<file path="src/rtl/traffic_pkg.sv">
// Shared definitions for the traffic-light request path: arbiter state
// encoding and channel indices.
package traffic_pkg;

  typedef enum logic [1:0] {
    IDLE   = 2'd0,
    GRANT1 = 2'd1,
    GRANT2 = 2'd2
  } arb_state_t;

  localparam int unsigned CH1 = 0;
  localparam int unsigned CH2 = 1;

endpackage

</file>
<file path="src/rtl/sw_debounce.sv">
// Switch conditioner: multi-flop synchroniser, tick-gated debounce counter,
// and a one-cycle pulse on each accepted 0->1 level change.
module sw_debounce #(
  parameter int unsigned SYNC_STAGES    = 2,
  parameter int unsigned DEBOUNCE_TICKS = 4,
  parameter int unsigned CNT_W          = 3
) (
  input  logic clk_i,
  input  logic rst_i,
  input  logic tick_i,
  input  logic sw_i,
  output logic rise_o
);

  logic [SYNC_STAGES-1:0] sync_q;
  logic [CNT_W-1:0]       cnt_q;
  logic                   stable_q;
  logic                   stable_d_q;
  logic                   synced;

  assign synced = sync_q[SYNC_STAGES-1];

  // Synchroniser runs every cycle; only the debounce is tick-gated.
  always_ff @(posedge clk_i or posedge rst_i) begin
    if (rst_i) begin
      sync_q <= '0;
    end else begin
      sync_q <= {sync_q[SYNC_STAGES-2:0], sw_i};
    end
  end

  always_ff @(posedge clk_i or posedge rst_i) begin
    if (rst_i) begin
      cnt_q    <= '0;
      stable_q <= 1'b0;
    end else if (tick_i) begin
      if (synced == stable_q) begin
        cnt_q <= '0;
      end else if (cnt_q == CNT_W'(DEBOUNCE_TICKS - 1)) begin
        stable_q <= synced;
        cnt_q    <= '0;
      end else begin
        cnt_q <= cnt_q + 1'b1;
      end
    end
  end

  always_ff @(posedge clk_i or posedge rst_i) begin
    if (rst_i) begin
      stable_d_q <= 1'b0;
    end else begin
      stable_d_q <= stable_q;
    end
  end

  assign rise_o = stable_q & ~stable_d_q;

endmodule

</file>
<file path="src/rtl/sw_request_ctrl.sv">
// Green-request conditioner: debounces both switches, latches presses as
// pending requests and grants them round-robin over a req/ack handshake.
module sw_request_ctrl
  import traffic_pkg::*;
#(
  parameter int unsigned SYNC_STAGES    = 2,
  parameter int unsigned DEBOUNCE_TICKS = 4,
  parameter int unsigned CNT_W          = 3
) (
  input  logic       clk_i,
  input  logic       rst_i,
  input  logic       tick_i,
  input  logic       sw_green_1,
  input  logic       sw_green_2,
  input  logic       ack1_i,
  input  logic       ack2_i,
  output logic       req1_o,
  output logic       req2_o,
  output logic [1:0] pending_o
);

  arb_state_t state_q;
  logic [1:0] rise;
  logic [1:0] clr;
  logic       last_ch2_q;

  sw_debounce #(
    .SYNC_STAGES   (SYNC_STAGES),
    .DEBOUNCE_TICKS(DEBOUNCE_TICKS),
    .CNT_W         (CNT_W)
  ) u_db1 (
    .clk_i (clk_i),
    .rst_i (rst_i),
    .tick_i(tick_i),
    .sw_i  (sw_green_1),
    .rise_o(rise[CH1])
  );

  sw_debounce #(
    .SYNC_STAGES   (SYNC_STAGES),
    .DEBOUNCE_TICKS(DEBOUNCE_TICKS),
    .CNT_W         (CNT_W)
  ) u_db2 (
    .clk_i (clk_i),
    .rst_i (rst_i),
    .tick_i(tick_i),
    .sw_i  (sw_green_2),
    .rise_o(rise[CH2])
  );

  // Only an ack matching the active grant may clear a pending bit.
  always_comb begin
    clr = '0;
    if (state_q == GRANT1 && ack1_i) clr[CH1] = 1'b1;
    if (state_q == GRANT2 && ack2_i) clr[CH2] = 1'b1;
  end

  always_ff @(posedge clk_i or posedge rst_i) begin
    if (rst_i) begin
      state_q    <= IDLE;
      pending_o  <= '0;
      last_ch2_q <= 1'b1;
      req1_o     <= 1'b0;
      req2_o     <= 1'b0;
    end else begin
      // A press edge coinciding with its ack keeps the request pending.
      pending_o <= (pending_o & ~clr) | rise;
      case (state_q)
        IDLE: begin
          req1_o <= 1'b0;
          req2_o <= 1'b0;
          if (pending_o[CH1] && (!pending_o[CH2] || last_ch2_q)) begin
            state_q <= GRANT1;
          end else if (pending_o[CH2]) begin
            state_q <= GRANT2;
          end
        end
        GRANT1: begin
          if (ack1_i) begin
            req1_o     <= 1'b0;
            last_ch2_q <= 1'b0;
            state_q    <= IDLE;
          end else begin
            req1_o <= 1'b1;
          end
        end
        GRANT2: begin
          if (ack2_i) begin
            req2_o     <= 1'b0;
            last_ch2_q <= 1'b1;
            state_q    <= IDLE;
          end else begin
            req2_o <= 1'b1;
          end
        end
        default: begin
          req1_o  <= 1'b0;
          req2_o  <= 1'b0;
          state_q <= IDLE;
        end
      endcase
    end
  end

endmodule

</file>
<file path="config.mk">
export PLATFORM = sky130hd
export DESIGN_NAME = sw_request_ctrl
export DESIGN_NICKNAME = d
export VERILOG_FILES = /design/src/rtl/traffic_pkg.sv /design/src/rtl/sw_debounce.sv /design/src/rtl/sw_request_ctrl.sv
export SDC_FILE = /design/constraint.sdc
export NUM_CORES = 1
export LEC_CHECK = 0
export CAP_MARGIN = 20
export CORE_MARGIN = 2
export CORE_UTILIZATION = 47
export DETAILED_ROUTE_END_ITERATION = 8
export GPL_TIMING_DRIVEN = 0
export PLACE_DENSITY = 0.7
export SLEW_MARGIN = 20
export SYNTH_ARGS = -nofsm -noshare
export SYNTH_HDL_FRONTEND = slang
export SYNTH_SLANG_ARGS = --single-unit
</file>
<file path="constraint.sdc">
create_clock -name clk_i -period 2.8 [get_ports clk_i]
set_input_delay 0.56 -clock clk_i [delete_from_list [all_inputs] [get_ports clk_i]]
set_output_delay 0.56 -clock clk_i [all_outputs]
set_load 0.03 [all_outputs]
</file>
==> impl_metrics.ini <==
[outcome]
outcome = completed

[pwr]
ir_drop_mv = 0.448
fin_total_pwr_uw = 935
power_density_nw_per_um2 = 928
p_leak_uw = 0.000473

[detailed_routing]
routed_wirelength_mm = 1.23
met2_length_um = 558
drtIter0Drc = 7
vias_per_cell = 4.76
wl_met1_um = 619
detail-route-antenna-nets = 0
drc = 0
drt-wirelength-per-cell_um = 11.1
route.met3.wl_um = 31
drt_first_pass_iters = 3
vias = 528
highest_layer = met4

[floorplan]
initial_core_util_pct = 49.7
die_h_um = 46.5
fp.dieW_um = 46.5
num_rows = 15
coreArea_um2 = 1710
boundaryPins = 11
dieArea_um2 = 2160

[synth]
yosys_warnings = 0
synthCells = 72
ys_ff_latch = 21
synth.distinct_cells = 23
synth_nets = 81
synth_top_area_share_pct = 59.0
syn_area_per_cell_um2 = 11.8
synth.area.top_cells = dfrtp_1 59%, a22o_1 4.1%, nand2_1 4.0%, inv_1 3.5%, dfstp_2 3.1%
syn_area_um2 = 848
yosysTopAreaCell = dfrtp_1
ys_seq_area_share_pct = 62.1

[critical_path]
cp.required_ps = 2240
cp_slowest_cell = clkdlybuf4s50_1
critPathMaxStageDelay_ps = 690
arrival_ps = 1390
worst-setup-path-type = reg2out
path_cells = clkdlybuf4s50_1
crit_fanout = 4
endpoint_kind = output port
critPathTopFamily = buffers and inverters
crit_buf_inv = 1
start_kind = flip-flop

[clocking]
postCtsSetupBuffers = 0
cts_resized = 0
clockBufferDepth = 2
clock_sink_count = 21
cts_made_buffers = 3
cts-root-buf = clkbuf_4
clk_pin_slew_ps = 110
clk_latency_ps = 290
htree_levels = 1
cts_hold_buf = 0
tritoncts = built

[timing]
setup_viol = 0
fmaxAchievable_mhz = 513
relSlewSlack_pct = 49.0
worst_pin_slew_ps = 764
finalMaxSlewViolations = 0
finalClockSkew_ps = 1.86
min_period_ps = 1950
final_hold_viol_count = 0
rsz0062_at_grt = false
hold_ws_ps = 362
finalCritPeriodShare_pct = 69.6
finalSetupTns_ps = 0

[cells_and_area]
area_growth_pct = 18.7
drive_above_1_share_pct = 11.6
nFillCells = 148
layout.nets = 96
diodes = 0

[place]
dpl.hpwl_um = 896
gp_congestion = 0.815
io_buffers = 10

[global_route]
grt_max_degree = 22
grt_overflow = 0
grtUsageTotal_pct = 14.9
grt_pass1_vias = 537
antenna_found_initial = 0
grt_pass1_wl_mm = 2.19

[job]
drv_cap = 0

[worst_hold_path]
min_path_type = reg2reg
-- metrics by stage --
stage | setup slack (ps) | util [%] | cells | instance area, µm²
finish | 852 | 59.0 | 111 | 1010
global route | 763 | 59.0 | 111 | 1010
CTS | 832 | 59.0 | 111 | 1010
detailed placement | 1070 | 57.4 | 107 | 980
global placement | 1070 | 57.4 | 107 | 980
floorplan | 1590 | - | 72 | 848
-- layout make-up --
cell class | instances | area, µm² | share of cell area (%)
sequential | 21 | 527 | 52.3
timing repair buffer | 10 | 100 | 9.94
multi-input combinational | 42 | 284 | 28.2
buffer | 1 | 7.51 | 0.745
tap | 25 | 31.3 | 3.11
clock buffer | 3 | 22.5 | 2.24
clock inverter | 1 | 5.00 | 0.497
inverter | 8 | 30.0 | 2.98
-- cell usage in the layout, fill, tap and decap left out --
cell,synthesis,routed
xnor2_1,1,1
clkinv_2,0,1
o22ai_1,2,2
clkdlybuf4s50_1,0,10
o21ai_0,3,3
ha_1,2,2
and2b_1,1,1
mux2_4,1,1
nand2_1,9,9
a22o_1,4,4
xor2_1,1,1
clkbuf_4,0,3
buf_4,1,1
o21ai_1,2,2
nor2b_1,1,1
and2_1,1,1
nor2b_2,1,1
a21boi_1,1,1
dfstp_2,1,1
inv_1,8,8
dfrtp_1,20,20
mux2_2,2,2
nor3_1,1,1
a21oi_1,3,3
nand3b_1,3,3
nand2b_1,3,3
-- layer usage --
metal	GRT usage, %	vias up
li1	-	269
met1	18.3	250
met2	23.9	7
met3	3.53	2
met4	8.57	0
met5	0	-
-- path summary, 6_finish.rpt --
path / slack, ps / end / from / depth (start not counted)
setup / recovery: 850 / pending_o[1] / pending_o[1]$_DFF_PP0_ / 1
hold / removal: 360 / u_db2.sync_q[1]$_DFF_PP0_ / u_db2.sync_q[0]$_DFF_PP0_ / 0
setup reg to reg: 1550 / u_db1.stable_q$_DFFE_PP0P_ / u_db1.cnt_q[0]$_DFFE_PP0P_ / 4
hold reg to reg: 360 / u_db2.sync_q[1]$_DFF_PP0_ / u_db2.sync_q[0]$_DFF_PP0_ / 0
max in group asynchronous: 1640 / state_q[0]$_DFFE_PP0P_ / rst_i / 2
min in group asynchronous: 690 / u_db2.cnt_q[1]$_DFFE_PP0P_ / rst_i / 2
-- Yosys cell counts, drive strengths merged --
cell type	number
nor2b	2
xor2	1
nand2	9
buf	1
a21oi	3
o22ai	2
nand3b	3
ha	2
xnor2	1
mux2	3
nand2b	3
dfstp	1
dfrtp	20
and2	1
o21ai	5
a22o	4
a21boi	1
nor3	1
and2b	1
inv	8
-- worst register-to-register path, delay by kind of cell, from the launching register on --
family	cells	cell delay (ps)
flip-flops	1	420
adder cells (fa/ha/maj)	1	200
multiplexers	1	330
AND/OR/NAND/NOR	2	210
-- kinds of logic after synthesis --
logic type | share of synthesized area, %
AO/OA/AOI/OAI | 11.2
XOR/XNOR | 2.07
adder cells (fa/ha/maj) | 2.95
buffers and inverters | 4.43
flip-flops | 62.1
multiplexers | 4.42
AND/OR/NAND/NOR | 12.8
-- power by group --
group	total, µW	internal, µW	switching (µW)
Clock	139	53.1	86.0
Sequential	482	403	79.3
Combinational	314	163	151
-- sequential cells by signal, indices dropped and copies added (netlist names), 2 cells and up --
| register | count |
|---|---|
| u_db1.cnt_q | 3 |
| u_db1.sync_q | 2 |
| u_db2.sync_q | 2 |
| state_q | 2 |
| u_db2.cnt_q | 3 |
| pending_o | 2 |
(Power assumes the default switching activity.)
